$ cat src/rtl/hbridge_pkg.sv
`default_nettype none
// +------------------------------------------------------------------+
// | hbridge_pkg : shared types, constants and helpers for the        |
// |               H-bridge PWM driver                                |
// | Rev 1.0                                                          |
// +------------------------------------------------------------------+
package hbridge_pkg;

    typedef enum logic [1:0] {
        ST_IDLE = 2'd0,
        ST_RUN  = 2'd1,
        ST_DEAD = 2'd2
    } state_t;

    localparam logic [3:0] DIR_STOP = 4'b0000;

    localparam int DEF_PWM_BITS    = 8;
    localparam int DEF_DEAD_CYCLES = 1000;
    localparam int DEF_RAMP_DIV    = 4096;
    localparam int DEF_RAMP_STEP   = 4;

    // Both inputs of one half-bridge pair high would short the supply; treat as off.
    function automatic logic [3:0] sanitise_dir(input logic [3:0] dir);
        logic [1:0] side_a;
        logic [1:0] side_b;
        side_a = (dir[3:2] == 2'b11) ? 2'b00 : dir[3:2];
        side_b = (dir[1:0] == 2'b11) ? 2'b00 : dir[1:0];
        return {side_a, side_b};
    endfunction

endpackage
`default_nettype wire

$ cat src/rtl/hbridge_pwm_gen.sv
`default_nettype none
// +------------------------------------------------------------------+
// | hbridge_pwm_gen : free-running PWM counter with period-aligned   |
// |                   duty shadow register and wrap pulse            |
// | Rev 1.0                                                          |
// +------------------------------------------------------------------+
module hbridge_pwm_gen
    import hbridge_pkg::*;
#(
    parameter int PWM_BITS = DEF_PWM_BITS
) (
    input  logic                clk,
    input  logic                rst_n,
    input  logic [PWM_BITS-1:0] duty_in,
    output logic                pwm,
    output logic                wrap
);

    logic [PWM_BITS-1:0] cnt_q;
    logic [PWM_BITS-1:0] cnt_d;
    logic [PWM_BITS-1:0] shadow_q;
    logic [PWM_BITS-1:0] shadow_d;

    // Duty only changes at the period boundary so a pulse is never truncated or stretched.
    always_comb begin
        cnt_d    = cnt_q + PWM_BITS'(1);
        wrap     = (cnt_q == {PWM_BITS{1'b1}});
        shadow_d = wrap ? duty_in : shadow_q;
        pwm      = (cnt_q < shadow_q);
    end

    always_ff @(posedge clk or negedge rst_n) begin
        if (!rst_n) begin
            cnt_q    <= '0;
            shadow_q <= '0;
        end else begin
            cnt_q    <= cnt_d;
            shadow_q <= shadow_d;
        end
    end

endmodule
`default_nettype wire

$ cat src/rtl/hbridge_pwm_driver.sv
`default_nettype none
// +------------------------------------------------------------------+
// | hbridge_pwm_driver : L298N-style dual H-bridge driver with dead  |
// |   time, shoot-through blocking and PWM enables.                  |
// |   Optional soft start: define HBRIDGE_SOFT_START_EN.             |
// | Rev 1.0                                                          |
// +------------------------------------------------------------------+
module hbridge_pwm_driver
    import hbridge_pkg::*;
#(
    parameter int PWM_BITS    = DEF_PWM_BITS,
    parameter int DEAD_CYCLES = DEF_DEAD_CYCLES,
    parameter int RAMP_DIV    = DEF_RAMP_DIV,
    parameter int RAMP_STEP   = DEF_RAMP_STEP
) (
    input  logic                clk,
    input  logic                rst_n,
    input  logic [3:0]          dir_in,
    input  logic [PWM_BITS-1:0] duty_cmd,
    output logic [3:0]          hb_in,
    output logic                hb_en_a,
    output logic                hb_en_b,
    output logic                busy
);

    localparam int                DEAD_W    = (DEAD_CYCLES > 1) ? $clog2(DEAD_CYCLES) : 1;
    localparam logic [DEAD_W-1:0] DEAD_LAST = DEAD_W'(DEAD_CYCLES - 1);

    state_t              state_q, state_d;
    logic [3:0]          dir_q, dir_d;
    logic [3:0]          applied_q, applied_d;
    logic [DEAD_W-1:0]   dead_cnt_q, dead_cnt_d;
    logic [PWM_BITS-1:0] duty_eff_q, duty_eff_d;
    logic                en_a_q, en_a_d;
    logic                en_b_q, en_b_d;
    logic                busy_q, busy_d;
    logic                ramping;
    logic                pwm;
    logic                wrap_unused;

    assign dir_d = sanitise_dir(dir_in);

    // applied is held at DIR_STOP in IDLE and DEAD, so it is the bridge pin value directly.
    always_comb begin
        state_d    = state_q;
        applied_d  = applied_q;
        dead_cnt_d = dead_cnt_q;
        case (state_q)
            ST_IDLE: begin
                applied_d = DIR_STOP;
                if (dir_q != DIR_STOP) begin
                    state_d   = ST_RUN;
                    applied_d = dir_q;
                end
            end
            ST_RUN: begin
                if (dir_q == DIR_STOP) begin
                    state_d   = ST_IDLE;
                    applied_d = DIR_STOP;
                end else if (dir_q != applied_q) begin
                    state_d    = ST_DEAD;
                    applied_d  = DIR_STOP;
                    dead_cnt_d = '0;
                end
            end
            ST_DEAD: begin
                applied_d = DIR_STOP;
                if (dead_cnt_q == DEAD_LAST) begin
                    dead_cnt_d = '0;
                    if (dir_q != DIR_STOP) begin
                        state_d   = ST_RUN;
                        applied_d = dir_q;
                    end else begin
                        state_d = ST_IDLE;
                    end
                end else begin
                    dead_cnt_d = dead_cnt_q + DEAD_W'(1);
                end
            end
            default: begin
                state_d   = ST_IDLE;
                applied_d = DIR_STOP;
            end
        endcase
    end

`ifdef HBRIDGE_SOFT_START_EN
    localparam int                RAMP_W    = (RAMP_DIV > 1) ? $clog2(RAMP_DIV) : 1;
    localparam logic [RAMP_W-1:0] RAMP_LAST = RAMP_W'(RAMP_DIV - 1);

    logic [RAMP_W-1:0]   ramp_tmr_q, ramp_tmr_d;
    logic                ramp_tick;
    logic [PWM_BITS:0]   ramp_sum;

    // Any cycle outside RUN (including the entry cycle) restarts the ramp from zero.
    always_comb begin
        ramp_tmr_d = ramp_tmr_q;
        ramp_tick  = 1'b0;
        duty_eff_d = duty_eff_q;
        ramp_sum   = {1'b0, duty_eff_q} + (PWM_BITS + 1)'(RAMP_STEP);
        if (state_q != ST_RUN) begin
            ramp_tmr_d = '0;
            duty_eff_d = '0;
        end else begin
            ramp_tick  = (ramp_tmr_q == RAMP_LAST);
            ramp_tmr_d = ramp_tick ? '0 : ramp_tmr_q + RAMP_W'(1);
            if (duty_cmd < duty_eff_q) begin
                duty_eff_d = duty_cmd;
            end else if (ramp_tick) begin
                duty_eff_d = (ramp_sum > {1'b0, duty_cmd}) ? duty_cmd : ramp_sum[PWM_BITS-1:0];
            end
        end
        ramping = (state_d == ST_RUN) && (duty_eff_d != duty_cmd);
    end

    always_ff @(posedge clk or negedge rst_n) begin
        if (!rst_n) begin
            ramp_tmr_q <= '0;
        end else begin
            ramp_tmr_q <= ramp_tmr_d;
        end
    end
`else
    logic [1:0] ramp_cfg_unused;
    assign ramp_cfg_unused = {RAMP_DIV[0], RAMP_STEP[0]};

    always_comb begin
        duty_eff_d = duty_cmd;
        ramping    = 1'b0;
    end
`endif

    hbridge_pwm_gen #(
        .PWM_BITS (PWM_BITS)
    ) u_pwm_gen (
        .clk     (clk),
        .rst_n   (rst_n),
        .duty_in (duty_eff_q),
        .pwm     (pwm),
        .wrap    (wrap_unused)
    );

    always_comb begin
        en_a_d = pwm & (|applied_d[3:2]);
        en_b_d = pwm & (|applied_d[1:0]);
        busy_d = (state_d == ST_DEAD) | ramping;
    end

    always_ff @(posedge clk or negedge rst_n) begin
        if (!rst_n) begin
            state_q    <= ST_IDLE;
            dir_q      <= DIR_STOP;
            applied_q  <= DIR_STOP;
            dead_cnt_q <= '0;
            duty_eff_q <= '0;
            en_a_q     <= 1'b0;
            en_b_q     <= 1'b0;
            busy_q     <= 1'b0;
        end else begin
            state_q    <= state_d;
            dir_q      <= dir_d;
            applied_q  <= applied_d;
            dead_cnt_q <= dead_cnt_d;
            duty_eff_q <= duty_eff_d;
            en_a_q     <= en_a_d;
            en_b_q     <= en_b_d;
            busy_q     <= busy_d;
        end
    end

    assign hb_in   = applied_q;
    assign hb_en_a = en_a_q;
    assign hb_en_b = en_b_q;
    assign busy    = busy_q;

endmodule
`default_nettype wire

$ cat config.mk
export PLATFORM = sky130hd
export DESIGN_NAME = hbridge_pwm_driver
export DESIGN_NICKNAME = d
export VERILOG_FILES = /design/src/rtl/hbridge_pkg.sv /design/src/rtl/hbridge_pwm_gen.sv /design/src/rtl/hbridge_pwm_driver.sv
export SDC_FILE = /design/constraint.sdc
export NUM_CORES = 1
export LEC_CHECK = 0
export CAP_MARGIN = 20
export CORE_UTILIZATION = 50
export DETAILED_ROUTE_END_ITERATION = 8
export MAX_ROUTING_LAYER = met4
export PLACE_DENSITY = 0.79
export SLEW_MARGIN = 15
export SYNTH_ARGS = -nofsm -noshare
export SYNTH_HDL_FRONTEND = slang
export SYNTH_HIERARCHICAL = 1
export SYNTH_SLANG_ARGS = --single-unit
$ cat constraint.sdc
create_clock -name clk -period 1.5 [get_ports clk]
set_input_delay 0.3 -clock clk [delete_from_list [all_inputs] [get_ports clk]]
set_output_delay 0.3 -clock clk [all_outputs]
set_load 0.02 [all_outputs]
==> results.sh <==
export IMPL_outcome="finished, violations left"
export IMPL_violations="setup timing"
export IMPL_timing_final_crit_share_pct=111.0
export IMPL_synth_top_area_share_pct=55.59
export IMPL_setup_ws_ns=-0.1649
export IMPL_io_pins=21
export IMPL_max_cap_viol_count=0
export IMPL_skew_ns=0.01058
export IMPL_min_period_ns=1.665
export IMPL_finalWirelength_mm=5.402
export IMPL_synth_warnings=6
export IMPL_fin_util_pct=75.81
export IMPL_fmax_mhz=600.6
export IMPL_reg2reg_from="dir_q[0]"
export IMPL_finalSetupViolCount=19
export IMPL_start_util_pct=52.52
export IMPL_switching_share_pct=31.04
export IMPL_pwr_share_clk_pct=20.8
export IMPL_pwr_share_seq_pct=41.6
export IMPL_clock_path_buffers=2
export IMPL_reg2reg_depth=5
export IMPL_critPathKind="flop to flop"
export IMPL_grt_usage_pct=25.24
export IMPL_dieWidth_microns=67.05
export IMPL_combPwrFrac_pct=37.6
export IMPL_io_buffer_count=20
export IMPL_die_area_sq_um=4496
export IMPL_hpwl_mm=3.338
export IMPL_grt_overflow=0
export IMPL_ant_nets=0
export IMPL_cp_arrival_ns=1.85
export IMPL_required_ns=1.69
export IMPL_cts_tree="done"
export IMPL_die_h_microns=67.05
export IMPL_synth_area_leaders="dfrtp_1 (56%), ha_1 (5.3%), mux2_2 (4.8%)"
export IMPL_r2r_slack_ns=-0.16
export IMPL_vias_per_cell=5.559
export IMPL_p_leak_uw=0.001448
export IMPL_antenna_found_initial=0
export IMPL_worst_skew_pair_late_latency_ns=0.30
export IMPL_grt_pass1_wl_mm=7.824
export IMPL_ys_types=40
export IMPL_grt_pass1_vias=1721
export IMPL_clock_sinks=47
export IMPL_tightest_slew_ns=0.3229
export IMPL_fin_cells=299
export IMPL_hp_class="primary input to flop"
export IMPL_core_sq_um=4029
export IMPL_drive_above_1_share_pct=39.76
export IMPL_finalHoldViolCount=0
export IMPL_r2r_end="hb_in[2]"
export IMPL_gp_congestion=0.8172
export IMPL_synth_nets=198
export IMPL_rsz0062_at_grt="yes"
export IMPL_htree_levels=2
export IMPL_fin_nets=271
export IMPL_synth_edf_count=0
export IMPL_synth_area_leader_cell="dfrtp_1"
export IMPL_syn_area_per_cell_sq_um=12.09
export IMPL_synth_area_sq_um=2116
export IMPL_p_int_uw=2434
export IMPL_firstDrtPassIters=4
export IMPL_area_growth_pct=44.35
export IMPL_wl_per_cell_microns=18.07
export IMPL_dr_total_vias=1662
export IMPL_synth_async_sr_flop_share_pct=100.0
export IMPL_power_density_nw_per_um2=1156
export IMPL_hold_path_depth=1
export IMPL_synth_seq_cells=47
export IMPL_cts_root_buf="clkbuf_8"
export IMPL_grt_max_degree=48
export IMPL_synth_seq_area_share_pct=55.59
export IMPL_path_clk_slew_ns=0.08
export IMPL_antennaDiodeCount=0
export IMPL_synth_top_flop_cell="dfrtp_1"
export IMPL_peakVddDrop_uv=786.7
export IMPL_drt_initial_drc_count=82
export IMPL_remaining_drc_errors=0
export IMPL_drv_slew=0
export IMPL_power_switching_uw=1095
export IMPL_place_inst=279
export IMPL_crit_path_end_kind="flop"
export IMPL_path_max_fanout=4
export IMPL_hp_start="duty_cmd[0]"
export IMPL_maxSlewHeadroom_pct=78.29
export IMPL_min_to="duty_eff_q[0]"
export IMPL_num_rows=23
export IMPL_cts_buffers=5
export IMPL_syn_inst=175
export IMPL_cp_start_kind="flop"
-- per-stage QoR --
stage               total power [uW]  setup TNS, ns  area (sq um)  setup slack, ns  hold WS [ns]
global placement                2454         -1.090          2671          -0.1928        0.2924
global route                    3700         -3.232          3054          -0.2376        0.4254
finish                          3530         -1.983          3054          -0.1649        0.4434
CTS                             3375         -1.525          2885          -0.1549        0.4412
detailed placement              2528         -2.073          2671          -0.3301        0.2979
floorplan                       2044        -0.3355          2150         -0.06299      0.004409
-- layout by cell type (no fill, tap or decap), drive strengths merged, types with 4 or more instances in the layout --
| cell type | synthesis | routed |
|---|---|---|
| buf | 1 | 48 |
| clkdlybuf4s50 | 0 | 12 |
| xor2 | 9 | 9 |
| nand3 | 8 | 8 |
| a22o | 8 | 8 |
| ha | 9 | 9 |
| dlygate4sd2 | 0 | 5 |
| mux2 | 9 | 9 |
| nor2b | 6 | 6 |
| o21ai | 6 | 6 |
| clkbuf | 1 | 7 |
| inv | 12 | 12 |
| dfrtp | 47 | 47 |
| nand2 | 7 | 7 |
| xnor2 | 4 | 4 |
| nor2 | 8 | 8 |
| a21oi | 4 | 4 |
-- power groups by stage --
stage	registers [uW]	logic, uW	clock network, uW
after floorplan	1550	491	0
after detailed placement	1480	1040	0
after CTS	1460	1180	738
after global placement	1480	976	0
after global routing	1480	1420	800
final	1470	1330	735
-- how the worst max path moves through the flow --
stage | end | cells after the start | start | slack [ns]
finish | hb_in[2] | 5 | dir_q[0] | -0.16
global route | hb_in[2] | 5 | dir_q[0] | -0.24
CTS | dead_cnt_q[3] | 5 | dir_q[3] | -0.15
detailed placement | hb_en_a | 6 | u_pwm_gen/cnt_q[7] | -0.33
global placement | hb_en_a | 6 | u_pwm_gen/cnt_q[7] | -0.19
floorplan | dead_cnt_q[9] | 5 | dir_q[3] | -0.06
-- synth_stat cells (2+ instances only) --
cell / number
inv_1: 12
a2bb2oi_1: 2
a221o_1: 3
a21boi_0: 2
a21oi_1: 4
or3_1: 2
xnor2_1: 4
a22o_2: 3
o32ai_1: 2
nor2b_1: 6
nand2b_1: 2
nor4_1: 3
nand4_1: 2
nor3_1: 2
a31oi_1: 2
nor2_1: 8
ha_1: 9
xor2_1: 9
nand2_1: 7
dfrtp_1: 47
nand3_1: 6
a21o_2: 2
a22o_1: 5
mux2_2: 9
o21ai_0: 6
nand3_2: 2
-- critical path, stage by stage, from the launching register on --
cell     delay [ns]
dfrtp_1        0.42
nor4_2         0.38
or3b_4         0.21
buf_6          0.10
and2b_2        0.24
a22o_1         0.22
-- kinds of logic after synthesis --
group / count (synthesis) / share of synthesized area (%)
simple gates: 49 / 13.84
flops: 47 / 55.59
compound gates: 34 / 12.24
buf+inv: 14 / 2.838
xor+xnor: 13 / 5.381
mux: 9 / 4.790
fa+ha+maj: 9 / 5.322
-- sequential cells by signal, indices dropped and copies added, names as in the netlist --
signal and cells:
hb_in 4, dir_q 4, u_pwm_gen/cnt_q 8, dead_cnt_q 10
busy 1, hb_en_b 1, state_q 2, hb_en_a 1
u_pwm_gen/shadow_q 8, duty_eff_q 8
-- metal layers --
layer / vias to the layer above / routed length (microns) / global-route usage [%] / share of wire [%]
met5: - / 0 / - / 0
met4: 0 / 199 / 10.90 / 3.7
met3: 17 / 135 / 5.308 / 2.5
met2: 39 / 2963 / 44.38 / 55
met1: 831 / 2104 / 27.16 / 39
li1: 775 / - / - / -
-- timing repair --
action	CTS	global route
resized for setup	30	29
hold endpoints to repair	47	0
setup endpoints to repair	32	29
hold buffers	1	0
setup buffers	4	7
pin swaps	16	8
-- layout make-up --
cell class | instances | area (sq um)
Timing Repair Buffer | 68 | 590.6
Inverter | 12 | 45.04
Clock inverter | 1 | 5.005
Tap cell | 50 | 62.56
Clock buffer | 7 | 76.32
Multi-Input combinational cell | 114 | 1097
Sequential cell | 47 | 1177
Fill cell | 248 | 974.7
(Power assumes the default switching activity.)
